[src/rtl/dma_push_ctrl.sv]
// Source-side push controller for one DMA channel: walks a byte-granular
// descriptor as word-aligned single-beat reads and pushes each word with a byte mask.
module dma_push_ctrl #(
  parameter int DATA_WD = 32,
  parameter int BE_WD   = DATA_WD / 8,
  parameter int ADDR_WD = 32,
  parameter int LEN_WD  = 16
) (
  input  logic               clk_i,
  input  logic               rstn_i,
  input  logic               start_i,
  input  logic [ADDR_WD-1:0] src_addr_i,
  input  logic [LEN_WD-1:0]  len_i,
  output logic               busy_o,
  output logic               done_o,
  output logic               rd_req_o,
  output logic [ADDR_WD-1:0] rd_addr_o,
  input  logic               rd_gnt_i,
  input  logic               rd_rvalid_i,
  input  logic [DATA_WD-1:0] rd_rdata_i,
  output logic               wvalid_o,
  output logic [DATA_WD-1:0] wdata_o,
  output logic [BE_WD-1:0]   wbe_o,
  input  logic               wready_i
);

  localparam int OFF_WD = $clog2(BE_WD);
  localparam int CNT_WD = OFF_WD + 1;
  localparam logic [CNT_WD-1:0] BE_CNT = CNT_WD'(BE_WD);

  typedef enum logic [2:0] {
    S_IDLE,
    S_REQ,
    S_WAIT,
    S_PUSH,
    S_DONE
  } state_e;

  state_e             state_q, state_d;
  logic [ADDR_WD-1:0] cur_addr_q, cur_addr_d;
  logic [LEN_WD-1:0]  remain_q, remain_d;
  logic [DATA_WD-1:0] data_q, data_d;
  logic [BE_WD-1:0]   be_q, be_d;

  logic [OFF_WD-1:0]  off;
  logic [CNT_WD-1:0]  room;
  logic [CNT_WD-1:0]  nbytes;
  logic [BE_WD-1:0]   be_calc;
  logic [LEN_WD-1:0]  remain_next;
  logic               fire;

  // Bytes of the current word that belong to the transfer: from the address
  // offset up to either the end of the word or the end of the transfer.
  always_comb begin
    off         = cur_addr_q[OFF_WD-1:0];
    room        = BE_CNT - CNT_WD'(off);
    nbytes      = (remain_q < LEN_WD'(room)) ? CNT_WD'(remain_q) : room;
    remain_next = remain_q - LEN_WD'(nbytes);
  end

  always_comb begin
    be_calc = '0;
    for (int i = 0; i < BE_WD; i++) begin
      be_calc[i] = (CNT_WD'(i) >= CNT_WD'(off)) &&
                   (CNT_WD'(i) <  CNT_WD'(off) + nbytes);
    end
  end

  assign fire = (state_q == S_PUSH) && wready_i;

  // NOTE: every always_comb target gets a default first so no path can infer a latch.
  always_comb begin
    state_d    = state_q;
    cur_addr_d = cur_addr_q;
    remain_d   = remain_q;
    data_d     = data_q;
    be_d       = be_q;
    case (state_q)
      S_IDLE: begin
        if (start_i) begin
          if (len_i != '0) begin
            cur_addr_d = src_addr_i;
            remain_d   = len_i;
            state_d    = S_REQ;
          end else begin
            state_d = S_DONE;
          end
        end
      end
      S_REQ: begin
        if (rd_gnt_i) state_d = S_WAIT;
      end
      S_WAIT: begin
        if (rd_rvalid_i) begin
          data_d  = rd_rdata_i;
          be_d    = be_calc;
          state_d = S_PUSH;
        end
      end
      S_PUSH: begin
        if (fire) begin
          cur_addr_d = cur_addr_q + ADDR_WD'(nbytes);
          remain_d   = remain_next;
          state_d    = (remain_next == '0) ? S_DONE : S_REQ;
        end
      end
      S_DONE: begin
        state_d = S_IDLE;
      end
      default: begin
        state_d = S_IDLE;
      end
    endcase
  end

  // NOTE: sequential state uses non-blocking assignments only, so every flop
  // samples the pre-edge value of every other flop.
  always_ff @(posedge clk_i) begin
    if (!rstn_i) begin
      state_q    <= S_IDLE;
      cur_addr_q <= '0;
      remain_q   <= '0;
      data_q     <= '0;
      be_q       <= '0;
    end else begin
      state_q    <= state_d;
      cur_addr_q <= cur_addr_d;
      remain_q   <= remain_d;
      data_q     <= data_d;
      be_q       <= be_d;
    end
  end

  assign busy_o    = (state_q != S_IDLE);
  assign done_o    = (state_q == S_DONE);
  assign rd_req_o  = (state_q == S_REQ);
  assign rd_addr_o = {cur_addr_q[ADDR_WD-1:OFF_WD], {OFF_WD{1'b0}}};
  assign wvalid_o  = (state_q == S_PUSH);
  assign wdata_o   = data_q;
  assign wbe_o     = be_q;

endmodule

[config.mk]
export PLATFORM = sky130hd
export DESIGN_NAME = dma_push_ctrl
export DESIGN_NICKNAME = d
export VERILOG_FILES = /design/src/rtl/dma_push_ctrl.sv
export SDC_FILE = /design/constraint.sdc
export NUM_CORES = 1
export LEC_CHECK = 0
export ABC_AREA = 1
export CAP_MARGIN = 20
export CORE_MARGIN = 8
export CORE_UTILIZATION = 30
export CTS_CLUSTER_DIAMETER = 200
export CTS_CLUSTER_SIZE = 30
export DETAILED_ROUTE_END_ITERATION = 7
export GPL_ROUTABILITY_DRIVEN = 1
export GPL_TIMING_DRIVEN = 0
export HOLD_SLACK_MARGIN = 0.06
export PLACE_DENSITY_LB_ADDON = 0.15
export REMOVE_ABC_BUFFERS = 1
export SETUP_SLACK_MARGIN = 0.02
export SLEW_MARGIN = 20
export SYNTH_ARGS = -nofsm -noshare
export SYNTH_HDL_FRONTEND = slang
export SYNTH_SLANG_ARGS = --single-unit
[constraint.sdc]
create_clock -name clk_i -period 8.4 [get_ports clk_i]
set_input_delay 1.68 -clock clk_i [delete_from_list [all_inputs] [get_ports clk_i]]
set_output_delay 1.68 -clock clk_i [all_outputs]
set_load 0.02 [all_outputs]
# == Word-level counts from Yosys, hierarchy flattened ==
# Index checks and enable logic that the tools add are counted.
# totals
ff_bits,87
input_bits,86
output_inout_bits,72
wordCells,54
# classes
addsub,4
n_lt_le_gt_ge,8
eq_ne,9
mux,16
reduce_logical,12
# op_table
cell,n
two-way mux 32 bit,3
one-hot mux 32 bit (2 select lines),1
two-way mux 16 bit,3
adder 32 x 3 -> 32 bit,1
one-hot mux 16 bit (2 select lines),1
two-way mux 3 bit,7
logical NOT 16 bit,1
< comparator 16 x 3 -> 1 bit,1
nonzero test 16 bit,1
subtractor 16 x 3 -> 16 bit,1
one-hot mux 3 bit (4 select lines),1
AND reduction 4 bit,2
equality test 3 x 2 -> 1 bit (second input constant),2
< comparator 1 x 3 -> 1 bit (first input constant),2
< comparator 2 x 3 -> 1 bit (first input constant),2
!= test 2 bit (second input constant),3
greater-or-equal comparator 1 x 2 -> 1 bit (first input constant),2
logical AND 1 bit,4
!= test 2 x 1 -> 1 bit (second input constant),2
adder 2 x 3 -> 3 bit,1
equality test 3 x 1 -> 1 bit (second input constant),1
equality test 3 bit (second input constant),1
logical NOT 3 bit,1
nonzero test 3 bit,1
other kinds (4),4

# == Longest topological paths before layout ==
# Gate-level depths: netlist (run 1).
# depth
word_depth,8
mapped_depth,26
mapped_depth_nobuf,26

# == Least setup slack after synthesis (run 1) ==
# No wires, ideal clock.
# synth_path
kind,reg2reg
startpoint,reg cur_addr_q[1]
endpoint,reg state_q[0]
setup_time_ns,0.132
t_arrival_ns,3.144
required_time_ns,8.268
setup_slack_ns,5.124
path_stages_with_launch,24
n_path_buf,0
synth_period_minus_slack_ns,3.276
path_cell_list,dfxtp_1 > inv_1 > ha_1 > inv_1 > ha_1 > o21ai_0 > nand2_1 > nand2_1 > nand3_2 > o21ai_0 > inv_1 > fa_1 > nand2_1 > inv_1 > nor2_1 > nand3_1 > nand2_1 > nand3_1 > nor2_1 > nand3_1 > nand2_1 > nand2_1 > nand2_1 > a21oi_1
# synth_between
elab_chain_cells,8
# synth_lines
item,line_no,text
start: declaration,40,"logic [ADDR_WD-1:0] cur_addr_q, cur_addr_d;"
start signal: assignment,127,cur_addr_q <= cur_addr_d;
subtractor 3 x 2 -> 3 bit (*),56,room = BE_CNT - CNT_WD'(off);
< comparator 16 x 3 -> 1 bit,57,nbytes = (remain_q < LEN_WD'(room)) ? CNT_WD'(remain_q) : room;
two-way mux 3 bit (*),57,
subtractor 16 x 3 -> 16 bit (*),58,remain_next = remain_q - LEN_WD'(nbytes);
logical NOT 16 bit (*),104,state_d = (remain_next == '0) ? S_DONE : S_REQ;
two-way mux 3 bit (*),104,
two-way mux 3 bit (*),101,if (fire) begin
one-hot mux 3 bit (4 select lines) (*),78,case (state_q)
end signal: assignment,126,state_q <= state_d;
end: declaration,39,"state_e state_q, state_d;"
# Every way passes the cells marked *; elsewhere a longest branch is shown, timed or not. The select of a mux whose other input is x is not followed.
# A chain may end at the register's enable or synchronous reset.

# == Worst setup path after layout (run 1) ==
# layout_path
startpoint,in len_i[0]
endpoint,reg cur_addr_q[9]
# layout_between
elab_chain_cells,3
# layout_lines
item,line_no,text
start: declaration,13,"input logic [LEN_WD-1:0] len_i,"
nonzero test 16 bit,81,if (len_i != '0) begin
!= test 2 bit (no line),n/a,
AND reduction 4 bit (no line),n/a,
# Every way passes these cells.

==> results.ini, run 1 <==
[sta]
fin_tns_setup_ns = 0
clock-skew-final_ns = 0.00823
finalCriticalPeriod_ns = 4.14
timing.fmax_mhz = 241
holdWs_ns = 0.472
rsz0062_at_grt = no
fin_crit_sh_pct = 49.3
hold_viol_final = 0
slew_headroom_pct = 39.0
worstMarginPinSlew_ns = 0.914
drv_slew = 0
setup_violations = 0
worst_slack_ns = 4.26

[worst_setup_path]
cpMostUsedCell = nand2_1
path_cells = clkdlybuf4s50_1 -> nor2_1 -> nand2_1 -> nor2_1 -> nand3_1 -> nand2_1 -> nand2_1 -> nand2_4 -> inv_2 -> o21ai_0 -> o21ai_0 -> a21oi_1
startpoint = len_i[0]
start_kind = input pin
r2r-start = state_q[0]$_SDFFE_PN0P_
end_kind = flip-flop
cp_top_family = buffers and inverters
worstPathRequired_ns = 8.63
crit_buf_inv = 2
r2r_end = cur_addr_q[9]$_SDFFE_PN0P_
r2r_setup_slack_ns = 4.51
cpPeakStageDelay_ns = 0.81
worst_path_max_delay_cell = inv_2
reg2reg_depth = 11
cp_max_fo = 54
arrival_ns = 4.37
worstSetupPathType = input pin to flip-flop

[clock_tree]
cts_tree = yes
post_cts_buffers = 0
worstSkewPairLatency_ns = 0.34
clk_pin_slew_ns = 0.07
cts_resized = 0
cts_made_buffers = 9
hold_buffers = 0
cts_max_level = 3
ctsLongestPathBuffers = 2
clock-root-buffer = clkbuf_16
cts.sinks = 87

[placement]
dpl_worst_slack_ns = 3.90
gp_congestion = 0.771
dpl.hpwl_um = 12100
dp_cells = 1156
io_buffer_count = 155

[finish]
final_core_util_pct = 40.6
final_common_cell = nand2_1
final_cell_mix = nand2_1 (167), clkdlybuf4s50_1 (154), nor2_1 (151)
fin_cells = 1172
nNetsFinal = 1037
area_growth_pct = 34.3
antenna_cells = 0
drive_gt1_share_pct = 5.09

[drt]
vias_per_cell = 4.75
wl_per_cell_um = 14.3
drt_iter0_markers = 268
vias = 5569
routed_wl_um = 16800
ant_nets = 0
drc_errors = 0
first_pass_iters = 4

[logic_synthesis]
yosys.area.top_type = dfxtp_1
yosysSeqAreaShare_pct = 32.5
synth_top_area_share_pct = 32.5
ys_ff_latch = 87
synthTopCellsByArea = dfxtp_1 (33%), nand2_1 (12%), nor2_1 (11%), o21ai_0 (7.9%), a21oi_1 (5.3%)
ys_warn_count = 0
syn_inst = 834
syn_area_um2 = 5350
synth_ff_type = dfxtp_1
synth_cell_types = 40
avgSynthCellArea_um2 = 6.42
async_flop_share_pct = 0
synth_enable_flop_cells = 0

[hold_path]
hp-class = flip-flop to flip-flop
holdPathStages = 2
min_to = wbe_o[2]$_SDFFE_PN0P_
min-delay-start = wbe_o[2]$_SDFFE_PN0P_

[floorplanning]
die_h_um = 150
die_area_um2 = 22400
die_w_um = 150
num_rows = 49
initial_core_util_pct = 30.2
io_pins = 158
fp.coreArea_um2 = 17700

[grt]
grt_pass1_wl_um = 27300
grt_max_degree = 55
grt.overflow.total = 0
grt_pass1_vias = 5428
track_usage_pct = 15.0
grt_antenna_before_repair = 0

[power_and_ir_drop]
seqPwrFrac_pct = 28.3
power_density_nw_per_um2 = 348
p_sw_w = 0.00119
p_comb_share_pct = 55.1
leakage_nw = 2.84
netSwitchingFraction_pct = 47.5
peakVddDrop_mv = 0.232
p_int_w = 0.00132
clockPowerShare_pct = 16.6

[job]
max-cap-violations = 0

[run_status]
status = finished, final reports clean

[worst max-delay path by stage]
stage	endpoint	slack (ns)	cells after the start
floorplan	cur_addr_q[9]$_SDFFE_PN0P_	4.56	9
global placement	cur_addr_q[9]$_SDFFE_PN0P_	2.67	9
detailed placement	cur_addr_q[9]$_SDFFE_PN0P_	3.90	12
CTS	cur_addr_q[9]$_SDFFE_PN0P_	4.26	12
global route	cur_addr_q[1]$_SDFFE_PN0P_	3.95	11
finish	cur_addr_q[9]$_SDFFE_PN0P_	4.26	12
[Yosys cell counts, types with 4 or more instances]
master      n
a21oi_1    57
a31oi_1     9
buf_2      10
buf_4      34
clkbuf_1   21
dfxtp_1    87
ha_1       11
inv_1      64
inv_2       5
nand2_1   167
nand2_2     5
nand3_1    45
nand4_1     9
nor2_1    151
nor2_2      4
nor2_4      4
nor3_1     11
o211ai_1   10
o21ai_0    85
o21ai_1     9
xor2_1      4
[area by class of cell]
class,count,area (um2)
Clock inverter,6,67.6
Clock buffer,10,239
Multi-Input combinational cell,611,2970
Fill cell,1861,10500
Tap cell,229,287
Timing Repair Buffer,160,1630
Sequential cell,87,1740
Inverter,69,259
[worst min-delay path, stage by stage, from the launching register on]
cell,delay [ns]
dfxtp_1,0.31
nand2_1,0.06
a21oi_1,0.06
[layer usage]
metal / global-route usage (%) / wire length (um) / vias up
met4: 3.38 / 170 / 0
li1: - / - / 2907
met3: 6.17 / 1420 / 11
met1: 19.3 / 7920 / 2523
met2: 22.7 / 7270 / 128
met5: 0 / 0 / -
[stage by stage]
| stage | area (um2) | total power (W) |
|---|---|---|
| after floorplan | 4960 | 0.00160 |
| after global placement | 6800 | 0.00210 |
| after detailed placement | 6890 | 0.00211 |
| after CTS | 7190 | 0.00254 |
| after global routing | 7190 | 0.00275 |
| final | 7190 | 0.00251 |
[kinds of logic (layout without fill, tap and decap cells)]
group           after synthesis  count (layout)  share of synthesized area [%]
flops                        87              87                           32.5
fa+ha+maj                    13              13                           3.32
buf+inv                     137             245                           12.2
compound gates              183             183                           18.7
other cells                   1               2                         0.0700
simple gates                408             408                           32.3
xor+xnor                      5               5                          0.818
[registers in the layout, indices dropped and copies added (netlist names)]
register    count
cur_addr_q     32
wdata_o        32
remain_q       16
wbe_o           4
state_q         3
[power groups by stage]
stage / Clock, W / Combinational [W] / Sequential, W
detailed placement: 0 / 0.00139 / 0.000717
CTS: 0.000435 / 0.00140 / 0.000710
floorplan: 0 / 0.000815 / 0.000783
global route: 0.000447 / 0.00157 / 0.000735
global placement: 0 / 0.00138 / 0.000716
finish: 0.000417 / 0.00138 / 0.000709
Note: power is estimated with default switching activity, not from simulation.
==> run 2, diff against run 1 <==
Clock period 8.4 ns to 4.35 ns, I/O delays scaled along.
==> results.ini, run 2 (same netlist as run 1, synthesis figures left out) <==
[run_status]
status = finished, final reports clean

[floorplanning]
die_h_um = 150
die_w_um = 150
die_area_um2 = 22400
fp.coreArea_um2 = 17700
initial_core_util_pct = 30.2
io_pins = 158
num_rows = 49

[clock_tree]
ctsLongestPathBuffers = 2
clk_pin_slew_ns = 0.07
clock-root-buffer = clkbuf_16
hold_buffers = 0
cts_made_buffers = 9
cts.sinks = 87
cts_max_level = 3
cts_tree = yes
worstSkewPairLatency_ns = 0.34

[placement]
gp_congestion = 0.771
io_buffer_count = 155
dpl.hpwl_um = 12100
dp_cells = 1156

[drt]
wl_per_cell_um = 14.3
drc_errors = 0
vias = 5569
first_pass_iters = 4
vias_per_cell = 4.75
ant_nets = 0
routed_wl_um = 16800
drt_iter0_markers = 268

[power_and_ir_drop]
peakVddDrop_mv = 0.448
netSwitchingFraction_pct = 47.5
p_sw_w = 0.00230
seqPwrFrac_pct = 28.3
power_density_nw_per_um2 = 673
p_comb_share_pct = 55.1
p_int_w = 0.00254
clockPowerShare_pct = 16.6
leakage_nw = 2.84

[grt]
grt.overflow.total = 0
grt_pass1_vias = 5428
track_usage_pct = 15.0
grt_antenna_before_repair = 0
grt_max_degree = 55
grt_pass1_wl_um = 27300

[worst_setup_path]
cp_max_fo = 54
worstSetupPathType = flip-flop to flip-flop
r2r_end = cur_addr_q[9]$_SDFFE_PN0P_
r2r-start = state_q[0]$_SDFFE_PN0P_
start_kind = flip-flop
reg2reg_depth = 11
end_kind = flip-flop
arrival_ns = 4.12
r2r_setup_slack_ns = 0.46
worstPathRequired_ns = 4.58

[finish]
area_growth_pct = 34.3
nNetsFinal = 1037
final_cell_mix = nand2_1 (167), clkdlybuf4s50_1 (154), nor2_1 (151)
fin_cells = 1172
final_common_cell = nand2_1
antenna_cells = 0
drive_gt1_share_pct = 5.09

[sta]
drv_slew = 0
hold_viol_final = 0
clock-skew-final_ns = 0.00823
setup_violations = 0
rsz0062_at_grt = no
finalCriticalPeriod_ns = 3.89
slew_headroom_pct = 39.0
timing.fmax_mhz = 257
fin_tns_setup_ns = 0
worstMarginPinSlew_ns = 0.914
fin_crit_sh_pct = 89.4

[hold_path]
min_to = wbe_o[2]$_SDFFE_PN0P_
min-delay-start = wbe_o[2]$_SDFFE_PN0P_
hp-class = flip-flop to flip-flop
holdPathStages = 2

[job]
max-cap-violations = 0

-- run 2: cell types whose count changed in the layout (fill, tap and decap cells not counted) --
cell and change:
o21ai_0 -1, o21ai_1 +1
-- run 2: per-layer routing --
layer  wire length (um)  track usage, %  vias up
met4                170            3.38        0
met1               7930            19.3     2523
met3               1420            6.17       11
met2               7270            22.7      128
li1                   -               -     2907
met5                  0               0        -
-- run 2: timing repair --
action,in CTS,in global routing
resized for setup,0,1
endpoints found under the setup margin,0,2
endpoints found under the hold margin,0,0
setup buffers,0,0
-- run 2: worst max path at each step --
stage                               start                          end  cells after the start
3_3_place_gp      state_q[0]$_SDFFE_PN0P_   cur_addr_q[9]$_SDFFE_PN0P_                      9
6_report          state_q[0]$_SDFFE_PN0P_   cur_addr_q[9]$_SDFFE_PN0P_                     11
2_1_floorplan     state_q[0]$_SDFFE_PN0P_   cur_addr_q[9]$_SDFFE_PN0P_                      9
3_5_place_dp      state_q[0]$_SDFFE_PN0P_   cur_addr_q[9]$_SDFFE_PN0P_                     11
4_1_cts           state_q[0]$_SDFFE_PN0P_   cur_addr_q[9]$_SDFFE_PN0P_                     11
5_1_grt        cur_addr_q[1]$_SDFFE_PN0P_  cur_addr_q[28]$_SDFFE_PN0P_                     24
-- run 2: critical path, stage by stage (launching register included) --
cell and delay (ns):
dfxtp_1 0.40, inv_2 0.07, nor3_4 0.60, buf_8 0.25, buf_8 0.18, inv_2 0.32, nand2_1 0.24, nand2_4 0.33
inv_2 0.81, o21ai_0 0.26, o21ai_0 0.21, a21oi_1 0.05
-- run 2: final cells by class --
type / instances / area (um2)
inverters: 69 / 259
fillers: 1861 / 10500
clock inverters: 6 / 67.6
multi-input cells: 611 / 2970
clock buffers: 10 / 239
repair buffers: 160 / 1630
flip-flops and latches: 87 / 1740
well taps: 229 / 287
-- run 2: power groups by stage --
stage,combinational [W],sequential [W],clock (W)
after floorplan,0.00157,0.00151,0
after global placement,0.00267,0.00138,0
after detailed placement,0.00268,0.00138,0
after CTS,0.00270,0.00137,0.000840
after global routing,0.00304,0.00142,0.000863
final,0.00267,0.00137,0.000804
-- run 2: metrics by stage --
step | instance area [um2] | utilization (%) | setup slack [ns] | power, W | hold slack [ns]
floorplan | 4960 | - | 0.506 | 0.00309 | 0.496
global placement | 6800 | 38.4 | -1.38 | 0.00405 | 0.461
detailed placement | 6890 | 38.9 | 0.456 | 0.00407 | 0.459
CTS | 7190 | 40.6 | 0.423 | 0.00491 | 0.479
global route | 7190 | 40.6 | 0.0531 | 0.00532 | 0.499
finish | 7190 | 40.6 | 0.461 | 0.00484 | 0.472
